### src/rtl/erroneous_gate_array_pkg.sv
// Shared types, constants and LFSR helpers for the erroneous gate array.
package erroneous_pkg;

    typedef enum logic [1:0] {
        OP_NAND = 2'd0,
        OP_NOR  = 2'd1,
        OP_XOR  = 2'd2,
        OP_AND  = 2'd3
    } gate_op_e;

    typedef enum logic {
        CH_GOOD = 1'b0,
        CH_BAD  = 1'b1
    } chan_state_e;

    localparam logic [31:0] LFSR_POLY   = 32'h8020_0003;
    localparam logic [31:0] LFSR_GOLDEN = 32'h9E37_79B9;

    // Right-shifting Galois step for x^32+x^22+x^2+x+1.
    function automatic logic [31:0] lfsr_next(input logic [31:0] s);
        return s[0] ? ((s >> 1) ^ LFSR_POLY) : (s >> 1);
    endfunction

    // An all-zero LFSR would lock up, so zero seeds become 1.
    function automatic logic [31:0] seed_guard(input logic [31:0] s);
        return (s == 32'h0) ? 32'h1 : s;
    endfunction

endpackage

### src/rtl/err_lfsr.sv
// One 32-bit Galois LFSR that raises flip when its low THR_W bits fall below thr.
module err_lfsr
    import erroneous_pkg::*;
#(
    parameter logic [31:0] SEED  = 32'h1,
    parameter int          THR_W = 16
) (
    input  logic             clk,
    input  logic             reset_n,
    input  logic             en,
    input  logic [THR_W-1:0] thr,
    output logic             flip
);

    logic [31:0] r_lfsr;

    always_ff @(posedge clk) begin
        if (!reset_n) begin
            r_lfsr <= seed_guard(SEED);
        end else if (en) begin
            r_lfsr <= lfsr_next(r_lfsr);
        end
    end

    // The decision uses the value before this cycle's advance.
    assign flip = (r_lfsr[THR_W-1:0] < thr);

endmodule

### src/rtl/erroneous_gate_array.sv
// WIDTH lanes of 2-input gates with bursty (Gilbert-Elliott) random bit flips.
// Optional macro ERR_FORCE_EN adds force_mask_i to force flips on chosen lanes.
module erroneous_gate_array
    import erroneous_pkg::*;
#(
    parameter int               WIDTH      = 8,
    parameter int               THR_W      = 16,
    parameter logic [THR_W-1:0] P_ERR_GOOD = 16'd655,
    parameter logic [THR_W-1:0] P_ERR_BAD  = 16'd16384,
    parameter logic [THR_W-1:0] P_G2B      = 16'd328,
    parameter logic [THR_W-1:0] P_B2G      = 16'd6554,
    parameter logic [31:0]      LFSR_SEED  = 32'hACE1_1234,
    parameter int               CNT_W      = 16
) (
    input  logic             clk,
    input  logic             reset_n,
    input  logic             valid_i,
    input  logic [1:0]       op_i,
    input  logic [WIDTH-1:0] x_i,
    input  logic [WIDTH-1:0] y_i,
    input  logic             inject_en_i,
    input  logic             clear_cnt_i,
`ifdef ERR_FORCE_EN
    input  logic [WIDTH-1:0] force_mask_i,
`endif
    output logic             valid_o,
    output logic [WIDTH-1:0] z_o,
    output logic [WIDTH-1:0] err_mask_o,
    output logic             burst_o,
    output logic [CNT_W-1:0] err_cnt_o,
    output logic             chan_state_o
);

    localparam int POP_W = $clog2(WIDTH + 1);

    chan_state_e      r_state;
    logic             r_valid;
    logic [WIDTH-1:0] r_z;
    logic [WIDTH-1:0] r_mask;
    logic             r_burst;
    logic [CNT_W-1:0] r_cnt;

    logic [THR_W-1:0] w_lane_thr;
    logic [THR_W-1:0] w_chan_thr;
    logic [WIDTH-1:0] w_lane_flip;
    logic             w_chan_flip;
    logic [WIDTH-1:0] w_force;
    logic [WIDTH-1:0] w_flip_mask;
    logic [WIDTH-1:0] w_gate;
    logic [POP_W-1:0] w_pop;
    logic [CNT_W:0]   w_sum;
    logic [CNT_W-1:0] w_cnt_next;

    assign w_lane_thr = (r_state == CH_BAD) ? P_ERR_BAD : P_ERR_GOOD;
    assign w_chan_thr = (r_state == CH_BAD) ? P_B2G : P_G2B;

    genvar gi;
    for (gi = 0; gi < WIDTH; gi++) begin : g_lane
        localparam logic [31:0] LANE_SEED = LFSR_SEED ^ 32'(32'(gi) * LFSR_GOLDEN);
        err_lfsr #(
            .SEED  (LANE_SEED),
            .THR_W (THR_W)
        ) u_lfsr (
            .clk     (clk),
            .reset_n (reset_n),
            .en      (valid_i),
            .thr     (w_lane_thr),
            .flip    (w_lane_flip[gi])
        );
    end

    err_lfsr #(
        .SEED  (~LFSR_SEED),
        .THR_W (THR_W)
    ) u_chan_lfsr (
        .clk     (clk),
        .reset_n (reset_n),
        .en      (valid_i),
        .thr     (w_chan_thr),
        .flip    (w_chan_flip)
    );

`ifdef ERR_FORCE_EN
    // Forced flips bypass inject_en_i; only valid_i gates them.
    assign w_force = valid_i ? force_mask_i : '0;
`else
    assign w_force = '0;
`endif

    assign w_flip_mask = ((valid_i && inject_en_i) ? w_lane_flip : '0) | w_force;

    always_comb begin
        w_gate = '0;
        case (gate_op_e'(op_i))
            OP_NAND: w_gate = ~(x_i & y_i);
            OP_NOR:  w_gate = ~(x_i | y_i);
            OP_XOR:  w_gate = x_i ^ y_i;
            OP_AND:  w_gate = x_i & y_i;
            default: w_gate = '0;
        endcase
    end

    always_comb begin
        w_pop = '0;
        for (int i = 0; i < WIDTH; i++) begin
            w_pop = w_pop + POP_W'(w_flip_mask[i]);
        end
    end

    // One extra bit catches the carry so the counter saturates instead of wrapping.
    assign w_sum      = (CNT_W+1)'(r_cnt) + (CNT_W+1)'(w_pop);
    assign w_cnt_next = w_sum[CNT_W] ? '1 : w_sum[CNT_W-1:0];

    always_ff @(posedge clk) begin
        if (!reset_n) begin
            r_state <= CH_GOOD;
            r_valid <= 1'b0;
            r_z     <= '0;
            r_mask  <= '0;
            r_burst <= 1'b0;
            r_cnt   <= '0;
        end else begin
            r_valid <= valid_i;
            if (valid_i) begin
                r_z     <= w_gate ^ w_flip_mask;
                r_mask  <= w_flip_mask;
                r_burst <= (r_state == CH_BAD);
                if (w_chan_flip) begin
                    r_state <= (r_state == CH_GOOD) ? CH_BAD : CH_GOOD;
                end
            end
            r_cnt <= clear_cnt_i ? '0 : w_cnt_next;
        end
    end

    assign valid_o      = r_valid;
    assign z_o          = r_z;
    assign err_mask_o   = r_mask;
    assign burst_o      = r_burst;
    assign err_cnt_o    = r_cnt;
    assign chan_state_o = (r_state == CH_BAD);

endmodule

### config.mk
export PLATFORM = sky130hd
export DESIGN_NAME = erroneous_gate_array
export DESIGN_NICKNAME = d
export VERILOG_FILES = /design/src/rtl/erroneous_gate_array_pkg.sv /design/src/rtl/err_lfsr.sv /design/src/rtl/erroneous_gate_array.sv
export SDC_FILE = /design/constraint.sdc
export NUM_CORES = 1
export LEC_CHECK = 0
export ABC_AREA = 1
export CAP_MARGIN = 20
export CELL_PAD_IN_SITES_DETAIL_PLACEMENT = 2
export CELL_PAD_IN_SITES_GLOBAL_PLACEMENT = 2
export CORE_MARGIN = 5
export CORE_UTILIZATION = 33
export CTS_CLUSTER_DIAMETER = 100
export DETAILED_ROUTE_END_ITERATION = 8
export PLACE_DENSITY = 0.75
export SLEW_MARGIN = 10
export SYNTH_ARGS = -nofsm -noshare
export SYNTH_HDL_FRONTEND = slang
export SYNTH_SLANG_ARGS = --single-unit
### constraint.sdc
create_clock -name clk -period 9.71 [get_ports clk]
set_input_delay 1.942 -clock clk [delete_from_list [all_inputs] [get_ports clk]]
set_output_delay 1.942 -clock clk [all_outputs]
set_load 0.02 [all_outputs]
==> metrics.cfg, run 1 <==
[routing]
wl_met2_um=19610
dr.first_iter.drc_count=499
dr_wl_met3_um=1005
detail-route-antenna-nets=0
viasPerCell=5.000
avgRoutedWirePerCell_um=15.79
drcViolationCount=0
top_layer=met4
first_pass_iters=4
vias=12330
drt_wl_total_um=38940
m1WireLength_um=17520

[logic_synthesis]
synthMuxAreaShare_pct=0
synth_edf_count=0
synth_top_area_share_pct=45.74
yosysSeqAreaShare_pct=45.74
yosys.area.top_type=dfxtp_1
syn_area_um2=14140
yosysWarnings=0
ys_ff_latch=323
syn_inst=1894
synth_nets=1997
synth_compound_area_share_pct=12.52
synth_fa_ha_area_share_pct=7.346
avgSynthCellArea_um2=7.464
synth_xor_area_share_pct=0.8674
synth_cell_types=39
async_flop_share_pct=0
synth_top_family_by_area=simple AND/OR/NAND/NOR gates
yosys.area_share.simple_pct=25.75
synthTopCellsByArea=dfxtp_1 46%, nand2_1 10%, nor2_1 7.1%, o21ai_0 6.9%, ha_1 6.6%
ys.flop_type=dfxtp_1

[power_and_ir_drop]
peakVddDrop_uv=116.1
power_mw=3.201
p_leak_nw=7.395
power_density_nw_per_um2=197.1

[floorplanning]
dieArea_um2=47080
die_w_um=217.0
initial_utilization_pct=33.55
io_pins=58
die_h_um=217.0
coreArea_um2=42130
placement_rows=75

[sta]
fin_crit_sh_pct=59.33
worstMarginPinSlew_ns=0.9581
slew_headroom_pct=36.12
grt_setup_unrepaired=false
fin_skew_ns=0.01776
finalCriticalPeriod_ns=5.761
setup_ws_ns=3.949
setup_viol=0
fmax_mhz=173.6
final_max_slew_viol_count=0
hold_violations=0
setup_tns_ns=0

[clock_network]
path_clk_slew_ns=0.06
cts.sink_count=323
cts_tree=yes
cts_buffers=39
hold_buffers=0
cts_resized=0
clock-root-buffer=clkbuf_16
worstSkewPairLatency_ns=0.55
cts_setup_buffers=0
htree_levels=2
cts_buffer_depth=3

[final_layout]
drive_above_1_share_pct=5.397
final_net_count=2002
fin_util_pct=38.54
antenna_cells=0
fillCellCount=4842
final_common_cell=nand2_1
mostFrequentLayoutCells=388 x nand2_1, 322 x dfxtp_1, 269 x nor2_1, 195 x o21ai_0, 160 x nand3_1
area_growth_pct=14.86

[worst_setup_path]
cp-end-kind=flip-flop
crit_family=adder cells
crit_top_cell=fa_1
crit_required_ns=10.18
critPathMaxStageDelay_ns=0.57
crit_slowest_cell=clkdlybuf4s50_1
crit_path_cell_trace=clkdlybuf4s50_1 -> nand2_4 -> clkinv_2 -> nand2_1 -> a21oi_2 -> nand2_1 -> inv_1 -> fa_1 -> inv_1 -> fa_1 -> fa_1 -> fa_1 -> inv_1 -> fa_1 -> nand3_1 -> nand2_1 -> nand2_2 -> inv_4 -> nand3_2 -> nand2_1 -> nor2_1 -> nor2_1
critPathBufInv=6
crit_arrival_ns=6.23
critPathMaxFanout=6
path_class=primary input to flip-flop
start_kind=primary input

[global_route]
grt_pass1_vias=13330
gr-total-overflow=0
grtUsageTotal_pct=16.44
grt_max_degree=210
antenna_found_initial=0
grt_pass1_wl_um=65640

[outcome]
outcome=complete, no violations

[placement]
port-buffer-count=57
gp_congestion=0.7707
dpl_worst_slack_ns=3.361
hpwl_um=24270

[job]
cap_viol_max_count=0

[hold_path]
hold_class=flip-flop to flip-flop

-- worst register-to-register path: stages, from the launching register on --
cell and delay [ns]:
dfxtp_2 0.33, buf_4 0.58, ha_1 0.40, nand2_1 0.08, nand3_1 0.07, nor3_1 0.13, nand2_1 0.09, nand2_1 0.10
nand2_1 0.10, inv_1 0.10, fa_1 0.42, inv_1 0.08, fa_1 0.42, fa_1 0.48, fa_1 0.43, inv_1 0.11
fa_1 0.22, nand3_1 0.09, nand2_1 0.17, nand2_2 0.13, inv_4 0.11, nand3_2 0.17, nand2_1 0.13, nor2_1 0.04
nor2_1 0.08
-- logic make-up after synthesis --
| family | after synthesis |
|---|---|
| AOI/OAI and AO/OA | 341 |
| xor gates and xnor gates | 14 |
| adders and majority gates | 80 |
| buffers and inverters | 267 |
| DFF | 323 |
| and+or+nand+nor | 869 |
-- power by group --
group / switching [mW] / internal [mW] / total, mW
combinational: 0.190 / 0.108 / 0.298
sequential: 0.0618 / 1.42 / 1.48
clock: 0.586 / 0.835 / 1.42
-- sequential cells by signal, summed over array words and instances, names as in the netlist --
name,flops
g_lane.u_lfsr.r_lfsr,256
u_chan_lfsr.r_lfsr,32
err_cnt_o,16
err_mask_o,8
z_o,8
burst_o,1
chan_state_o,1
valid_o,1
-- layer usage --
metal,GRT usage (%),vias to the layer above
li1,-,6121
met1,19.95,6073
met2,29.95,82
met3,2.752,55
met4,4.719,0
met5,0,-
-- layout make-up --
type / instances / area (um^2) / area share [%]
Clock buffer: 61 / 1180 / 7.267
Clock inverter: 8 / 57.56 / 0.3545
Inverter: 165 / 630.6 / 3.884
Multi-Input combinational cell: 1304 / 6570 / 40.46
Sequential cell: 323 / 6467 / 39.83
Tap cell: 539 / 674.4 / 4.154
Timing Repair Buffer: 66 / 656.9 / 4.046
-- path summary, 6_finish.rpt --
| check | slack, ns | startpoint | to | cells past startpoint |
|---|---|---|---|---|
| worst max-delay path | 3.95 | inject_en_i | err_cnt_o[9] | 22 |
| worst min-delay path | 0.46 | g_lane[4].u_lfsr.r_lfsr[28] | g_lane[4].u_lfsr.r_lfsr[28] | 2 |
| worst max register to register | 4.57 | chan_state_o | err_cnt_o[9] | 24 |
| worst min register to register | 0.46 | g_lane[4].u_lfsr.r_lfsr[28] | g_lane[4].u_lfsr.r_lfsr[28] | 2 |
-- synthesized netlist by cell type (3+ instances only) --
| master | number |
|---|---|
| a21oi_1 | 116 |
| buf_1 | 5 |
| buf_2 | 51 |
| buf_4 | 5 |
| clkbuf_1 | 40 |
| dfxtp_1 | 323 |
| fa_1 | 5 |
| ha_1 | 75 |
| inv_1 | 160 |
| nand2_1 | 388 |
| nand2_2 | 6 |
| nand3_1 | 160 |
| nand3_2 | 3 |
| nand4_1 | 6 |
| nor2_1 | 269 |
| nor2_2 | 7 |
| nor3_1 | 14 |
| o211ai_1 | 20 |
| o21ai_0 | 195 |
| o21ai_1 | 6 |
| or2_2 | 4 |
| xor2_1 | 12 |
-- through the flow --
step	instance area (um^2)	cells	hold WS (ns)
finish	16240	2466	0.4569
global route	16240	2466	0.4767
global placement	15000	2397	0.4384
floorplan	14140	1894	0.4236
CTS	16240	2466	0.4585
detailed placement	15000	2397	0.4485
Power figures use the tool's default switching activity.
==> inputs of run 2 (changes only) <==
Clock period 9.71 ns to 5.5 ns, I/O delays scaled along.
==> run 2 against run 1 <==
Sequential power rose by 77%. Sequential share of layout area fell by 0.33 points. Non-clock buffer count rose by 2. Design area rose by 0.83%. Largest power group is now clock. Clock power rose by 89%. Register-to-register slack got worse by 4.2 ns. Via count fell by 0.15%. Final cell count barely moved. Setup slack got worse by 3.6 ns. Highest routed layer unchanged. Clock skew fell by 0.0059 ns. Critical path depth rose by 2. Die area did not move.
==> metrics.cfg, run 2 (synthesis gave the netlist of run 1 again) <==
[clock_network]
path_clk_slew_ns=0.06  ; about the same
cts.sink_count=323  ; unchanged
worstSkewPairLatency_ns=0.55  ; about the same
cts_tree=yes  ; unchanged
cts_setup_buffers=0  ; unchanged
cts_resized=0  ; unchanged
clock-root-buffer=clkbuf_16  ; unchanged
htree_levels=2  ; unchanged
cts_buffer_depth=3  ; unchanged
hold_buffers=0  ; unchanged
cts_buffers=39  ; unchanged

[hold_path]
min_from=u_chan_lfsr.r_lfsr[18]  ; was g_lane[4].u_lfsr.r_lfsr[28]
hold_class=flip-flop to flip-flop  ; unchanged
min_to=u_chan_lfsr.r_lfsr[17]  ; was g_lane[4].u_lfsr.r_lfsr[28]
hold_depth=2  ; unchanged

[final_layout]
area_growth_pct=15.82  ; was 14.86%
mostFrequentLayoutCells=388 x nand2_1, 322 x dfxtp_1, 269 x nor2_1, 195 x o21ai_0, 160 x nand3_1  ; unchanged
fin_util_pct=38.86  ; was 38.54%
antenna_cells=0  ; unchanged
final_common_cell=nand2_1  ; unchanged
fin_area_um2=16370  ; was 16,240 um^2
largest_reg_flops=256  ; unchanged
regMostFlops=g_lane.u_lfsr.r_lfsr  ; unchanged
drive_above_1_share_pct=5.599  ; was 5.397%
final_net_count=2004  ; was 2,002

[worst_setup_path]
crit_top_cell=inv_1  ; was fa_1
r2r_cells=24  ; unchanged
cp-end-kind=flip-flop  ; unchanged
path_class=flip-flop to flip-flop  ; was primary input to flip-flop
crit_arrival_ns=5.59  ; was 6.23 ns
critPathMaxFanout=12  ; was 6
reg2reg_from=chan_state_o  ; unchanged
crit_slowest_cell=dfxtp_2  ; was clkdlybuf4s50_1
r2r_slack_ns=0.35  ; was 4.57 ns
start_kind=flip-flop  ; was primary input
crit_required_ns=5.94  ; was 10.18 ns
r2r_end=err_cnt_o[10]  ; was err_cnt_o[9]
crit_path_cell_trace=inv_1 -> ha_1 -> inv_1 -> nor2_1 -> o211ai_1 -> nor2_1 -> nand2_1 -> nand2_1 -> inv_1 -> fa_1 -> inv_1 -> fa_1 -> fa_1 -> fa_1 -> inv_1 -> fa_1 -> nand3_1 -> nand2_1 -> nand2_2 -> inv_4 -> nand3_2 -> nand2_1 -> o21ai_1 -> inv_1  ; was clkdlybuf4s50_1 -> nand2_4 -> clkinv_2 -> nand2_1 -> a21oi_2 -> nand2_1 -> inv_1 -> fa_1 -> inv_1 -> fa_1 -> fa_1 -> fa_1 -> inv_1 -> fa_1 -> nand3_1 -> nand2_1 -> nand2_2 -> inv_4 -> nand3_2 -> nand2_1 -> nor2_1 -> nor2_1
critPathMaxStageDelay_ns=0.54  ; was 0.57 ns
worstSetupStartpoint=chan_state_o  ; was inject_en_i

[floorplanning]
io_pins=58  ; unchanged
initial_utilization_pct=33.55  ; unchanged
dieArea_um2=47080  ; unchanged
die_h_um=217.0  ; unchanged
placement_rows=75  ; unchanged
coreArea_um2=42130  ; unchanged
die_w_um=217.0  ; unchanged

[power_and_ir_drop]
pwr-share-seq_pct=44.9  ; was 46.3%
swShare_pct=25.24  ; was 26.17%
peakVddDrop_uv=168.9  ; was 116.1 uV
power_switching_mw=1.471  ; was 0.8376 mW
p_comb_share_pct=9.1  ; was 9.3%
p_leak_nw=7.452  ; was 7.395 nW
internal_power_mw=4.357  ; was 2.363 mW
power_density_nw_per_um2=356.0  ; was 197.1 nW/um^2
pwr-share-clk_pct=46.0  ; was 44.4%

[sta]
worstMarginPinSlew_ns=1.118  ; was 0.9581 ns
finalCriticalPeriod_ns=5.147
setup_viol=0  ; unchanged
worst_hold_slack_ns=0.4543  ; was 0.4569 ns
final_max_slew_viol_count=0  ; unchanged
fin_crit_sh_pct=93.59
slew_headroom_pct=25.48  ; was 36.12%
grt_setup_unrepaired=false  ; unchanged
fin_skew_ns=0.01185  ; was 0.01776 ns
hold_violations=0  ; unchanged
fmax_mhz=194.3
setup_tns_ns=0  ; unchanged

[global_route]
gr-total-overflow=0  ; unchanged
grt_pass1_wl_um=67130  ; was 65,640 um
grtUsageTotal_pct=16.92  ; was 16.44%
grt_pass1_vias=13480  ; was 13,330
antenna_found_initial=0  ; unchanged
grt_max_degree=200  ; was 210

[placement]
gp_congestion=0.7565  ; was 0.7707
place_area_um2=15040  ; was 15,000 um^2
hpwl_um=24380  ; was 24,270 um
port-buffer-count=57  ; unchanged

[routing]
drcViolationCount=0  ; unchanged
vias=12310  ; was 12,330
detail-route-antenna-nets=0  ; unchanged
first_pass_iters=4  ; unchanged
wl_met2_um=19360  ; was 19,610 um
drt_wl_total_um=39160  ; was 38,940 um
m1WireLength_um=18020  ; was 17,520 um
avgRoutedWirePerCell_um=15.87  ; was 15.79 um
top_layer=met4  ; unchanged
dr_wl_met3_um=1119  ; was 1005 um
viasPerCell=4.989  ; was 5.000
dr.first_iter.drc_count=408  ; was 499

[outcome]
outcome=complete, no violations  ; unchanged

[job]
cap_viol_max_count=0  ; unchanged

run 2: changes by cell type in the layout (fill, tap and decap cells not counted), moves of 2 or more:
cell / before / now
clkinvlp_4: 1 / 3
clkbuf_1: 11 / 9
bufinv_16: 0 / 4
buf_12: 1 / 3
clkbuf_8: 10 / 8
run 2: cell type report:
cell class / count / area, um^2
Tap cell: 539 / 674.4
Timing Repair Buffer: 68 / 696.9
Multi-Input combinational cell: 1304 / 6570
Fill cell: 4839 / 25760
Inverter: 165 / 630.6
Sequential cell: 323 / 6467
Clock buffer: 58 / 1170
Clock inverter: 11 / 162.7
run 2: power by group through the flow:
stage	clock network, mW	registers (mW)	logic (mW)
after floorplan	0	2.64	0.381
after global placement	0	2.66	0.508
after detailed placement	0	2.67	0.539
after CTS	2.77	2.62	0.548
after global routing	2.87	2.64	0.622
final	2.68	2.62	0.531
run 2: worst max path at each step:
stage,end,slack [ns],cells after the start
2_1_floorplan,err_cnt_o[14],0.40,26
3_3_place_gp,err_cnt_o[10],0.28,22
3_5_place_dp,err_cnt_o[10],0.16,22
4_1_cts,err_cnt_o[10],0.34,24
5_1_grt,err_cnt_o[11],0.04,24
6_report,err_cnt_o[10],0.35,24
run 2: stage by stage:
step	std cells	total power [mW]	setup WS, ns
floorplan	1894	3.022	0.3978
finish	2468	5.828	0.3526
detailed placement	2399	3.207	0.1570
global placement	2399	3.167	0.2771
global route	2468	6.132	0.04349
CTS	2468	5.937	0.3383
run 2: per-layer routing:
metal,vias up,global-route usage (%)
met4,0,4.508
met2,86,30.61
met1,6059,20.89
met5,-,0
met3,41,2.793
li1,6127,-
run 2: critical path, delay by kind of cell, from the launching register on:
family | cells | cell delay [ns]
AO/OA/AOI/OAI | 2 | 0.26
adder cells (fa/ha/maj) | 6 | 2.46
buffers and inverters | 7 | 0.58
flip-flops | 1 | 0.54
AND/OR/NAND/NOR | 9 | 1.17
==> inputs of run 3 (changes only) <==
Settings changed: ABC_AREA 1 to 0, PLACE_DENSITY 0.75 to unset, PLACE_DENSITY_LB_ADDON set to 0.25.
==> run 3 against run 2 <==
Sequential cell count unchanged. Via count decreased by 18%. Final cell count decreased by 16%. Setup slack got worse by 0.18 ns. Register-to-register slack about the same. Synthesized cell count decreased by 25%. Critical path type is now primary input to flip-flop. Largest power group is now registers.
==> metrics.cfg, run 3 <==
[final_layout]
multi_input_area_um2=7358  ; was 6570 um^2
largest_reg_flops=256  ; unchanged
final_common_cell=dfxtp_1  ; was nand2_1
regArea_um2=6470  ; was 6467 um^2
mostFrequentLayoutCells=322 x dfxtp_1, 266 x mux2i_1, 192 x nand2_1, 143 x nor2b_1, 75 x ha_1  ; was 388 x nand2_1, 322 x dfxtp_1, 269 x nor2_1, 195 x o21ai_0, 160 x nand3_1
regMostFlops=g_lane.u_lfsr.r_lfsr  ; unchanged
final_net_count=1562  ; was 2,004
drive_above_1_share_pct=7.201  ; was 5.599%
area_growth_pct=16.47  ; was 15.82%
fillCellCount=4616  ; was 4,839
layoutNonFillerInstCount=2072  ; was 2,468

[worst_setup_path]
crit_arrival_ns=5.75  ; was 5.59 ns
cp-end-kind=flip-flop  ; unchanged
reg2reg_from=chan_state_o  ; unchanged
path_class=primary input to flip-flop  ; was flip-flop to flip-flop
crit_path_cell_trace=clkdlybuf4s50_1 -> nand2_2 -> a2111oi_2 -> and2_1 -> fa_1 -> inv_1 -> fa_1 -> fa_1 -> fa_1 -> inv_1 -> fa_1 -> a21o_1 -> a21oi_1 -> or3_4 -> and2_2 -> a221oi_1  ; was inv_1 -> ha_1 -> inv_1 -> nor2_1 -> o211ai_1 -> nor2_1 -> nand2_1 -> nand2_1 -> inv_1 -> fa_1 -> inv_1 -> fa_1 -> fa_1 -> fa_1 -> inv_1 -> fa_1 -> nand3_1 -> nand2_1 -> nand2_2 -> inv_4 -> nand3_2 -> nand2_1 -> o21ai_1 -> inv_1
crit_required_ns=5.92  ; was 5.94 ns
crit_slowest_cell=a2111oi_2  ; was dfxtp_2
r2r_slack_ns=0.35  ; about the same
r2r_end=err_cnt_o[11]  ; was err_cnt_o[10]
crit_top_cell=fa_1  ; was inv_1
start_kind=primary input  ; was flip-flop
r2r_cells=18  ; was 24
critPathMaxFanout=7  ; was 12
worstSetupStartpoint=inject_en_i  ; was chan_state_o
crit_path_end=err_cnt_o[11]  ; was err_cnt_o[10]
critPathMaxStageDelay_ns=0.49  ; was 0.54 ns

[routing]
avgRoutedWirePerCell_um=16.18  ; was 15.87 um
first_pass_iters=4  ; unchanged
vias=10070  ; was 12,310
drt_wl_total_um=33530  ; was 39,160 um
drcViolationCount=0  ; unchanged
detail-route-antenna-nets=0  ; unchanged
viasPerCell=4.860  ; was 4.989
dr.first_iter.drc_count=327  ; was 408

[logic_synthesis]
synth_top_area_share_pct=45.21  ; was 45.74%
synth_cell_types=61  ; was 39
ys.flop_type=dfxtp_1  ; unchanged
syn_inst=1420  ; was 1,894
yosysSeqAreaShare_pct=45.21  ; was 45.74%
yosys.area_share.simple_pct=16.32  ; was 25.75%
avgSynthCellArea_um2=10.07  ; was 7.464 um^2
synth_xor_area_share_pct=1.592  ; was 0.8674%
synth_compound_area_share_pct=7.025  ; was 12.52%
synthTopCellsByArea=dfxtp_1 45%, mux2i_1 19%, ha_1 6.6%, nor2b_1 6.3%, nand2_1 5.0%  ; was dfxtp_1 46%, nand2_1 10%, nor2_1 7.1%, o21ai_0 6.9%, ha_1 6.6%
ys_ff_latch=323  ; unchanged
ys_top_cells_by_count=323 x dfxtp_1, 266 x mux2i_1, 192 x nand2_1  ; was 388 x nand2_1, 323 x dfxtp_1, 269 x nor2_1
synthMuxAreaShare_pct=19.25  ; was 0%
yosys.area.top_type=dfxtp_1  ; unchanged
synth_most_common_cell=dfxtp_1  ; was nand2_1
syn_area_um2=14300  ; was 14,140 um^2
async_flop_share_pct=0  ; unchanged
synth_top_family_by_area=multiplexers  ; was simple AND/OR/NAND/NOR gates
synth_nets=1523  ; was 1,997
synth_edf_count=0  ; unchanged
synth_fa_ha_area_share_pct=7.261  ; was 7.346%
yosysWarnings=0  ; unchanged

[sta]
final_max_slew_viol_count=0  ; unchanged
setup_tns_ns=0  ; unchanged
worst_hold_slack_ns=0.4689  ; was 0.4543 ns
slew_headroom_pct=31.48  ; was 25.48%
setup_viol=0  ; unchanged
setup_ws_ns=0.1720  ; was 0.3526 ns
finalCriticalPeriod_ns=5.328  ; was 5.147 ns
grt_setup_unrepaired=false  ; unchanged
hold_violations=0  ; unchanged
fin_crit_sh_pct=96.87  ; was 93.59%
fmax_mhz=187.7  ; was 194.3 MHz
fin_skew_ns=0.01253  ; was 0.01185 ns
worstMarginPinSlew_ns=1.027  ; was 1.118 ns

[global_route]
use_met3_pct=2.493  ; was 2.793%
antenna_found_initial=0  ; unchanged
grt_max_degree=138  ; was 200
grt.met2_usage_pct=23.32  ; was 30.61%
grt_pass1_vias=10940  ; was 13,480
gr-total-overflow=0  ; unchanged
grtUsageMet1_pct=19.32  ; was 20.89%
grtUsageTotal_pct=14.21  ; was 16.92%
busiest_layer=met2  ; unchanged
grt_pass1_wl_um=56550  ; was 67,130 um

[power_and_ir_drop]
peakVddDrop_uv=189.3  ; was 168.9 uV
power_density_nw_per_um2=333.6  ; was 356.0 nW/um^2
power_mw=5.557  ; was 5.828 mW
p_leak_nw=7.182  ; was 7.452 nW

[clock_network]
cts.sink_count=323  ; unchanged
cts_buffer_depth=3  ; unchanged
cts_buffers=38  ; was 39
cts_setup_buffers=0  ; unchanged
worstSkewPairLatency_ns=0.54  ; was 0.55 ns
cts_tree=yes  ; unchanged
path_clk_slew_ns=0.06  ; about the same
clock-root-buffer=clkbuf_16  ; unchanged
cts_resized=0  ; unchanged
hold_buffers=0  ; unchanged
htree_levels=2  ; unchanged

[outcome]
outcome=complete, no violations  ; unchanged

[placement]
port-buffer-count=57  ; unchanged
dp_cells=2004  ; was 2,399
dpl_worst_slack_ns=-0.4331  ; was 0.1570 ns
hpwl_um=21450  ; was 24,380 um
gp_congestion=0.7137  ; was 0.7565

[floorplanning]
initial_utilization_pct=33.28  ; was 33.55%
coreArea_um2=42980  ; was 42,130 um^2
die_h_um=218.2  ; was 217.0 um
die_w_um=218.2  ; was 217.0 um
placement_rows=76  ; was 75
dieArea_um2=47600  ; was 47,080 um^2
io_pins=58  ; unchanged

[hold_path]
hold_class=flip-flop to flip-flop  ; unchanged
hold_depth=2  ; unchanged

[job]
cap_viol_max_count=0  ; unchanged

## run 3: cell count changes after synthesis, sizes merged, moves of 16 or more
cell,previous run,this run
o21ai,202,35
nor2b,0,143
a21oi,117,41
nor2,277,34
o211ai,20,4
nand3,164,14
inv,163,32
mux2i,0,266
buf,62,36
xnor2,2,18
nor4,2,19
nand2,396,193
## run 3: final cells by class
cell class              count  area share, %
well taps                 585          4.394
multi-input cells         984          44.17
repair buffers             79          4.544
clock buffers              53          6.354
diodes                      1        0.01502
clock inverters            14         0.9389
inverters                  33         0.7436
flip-flops and latches    323          38.84
## run 3: kinds of logic (layout without fill, tap and decap cells)
family          Yosys count  in the layout
compound gates          142            142
xor+xnor                 26             26
fa+ha+maj                80             80
buf+inv                 113            179
flops                   323            323
mux                     274            274
other cells               0              1
simple gates            462            462
## run 3: per-layer routing
layer	share of wire, %	wire length (um)
met5	0	0
met1	49	16510
met2	46	15270
met3	3.4	1126
met4	1.8	620
## run 3: power by group
group          internal [mW]  switching (mW)
registers               2.48           0.108
logic                  0.237           0.254
clock network           1.49           0.990
## run 3: stage by stage
step / instance area [um^2] / utilization, %
after floorplan: 14310 / -
after global placement: 15440 / 35.93
after detailed placement: 15440 / 35.93
after CTS: 16660 / 38.75
after global routing: 16660 / 38.75
final: 16660 / 38.76
## run 3: worst min-delay path by stage
stage | endpoint | from | slack (ns)
after floorplan | g_lane[0].u_lfsr.r_lfsr[16] | g_lane[0].u_lfsr.r_lfsr[16] | 0.44
after global placement | g_lane[6].u_lfsr.r_lfsr[27] | g_lane[6].u_lfsr.r_lfsr[27] | 0.45
after detailed placement | g_lane[0].u_lfsr.r_lfsr[31] | g_lane[0].u_lfsr.r_lfsr[31] | 0.46
after CTS | g_lane[3].u_lfsr.r_lfsr[16] | g_lane[3].u_lfsr.r_lfsr[17] | 0.47
after global routing | err_mask_o[7] | err_mask_o[7] | 0.49
final | err_mask_o[7] | err_mask_o[7] | 0.47
## run 3: critical path: cells and delay by family
family	cells	cell delay, ns
compound gates	4	0.97
fa+ha+maj	5	1.92
buf+inv	3	0.66
simple gates	4	1.07
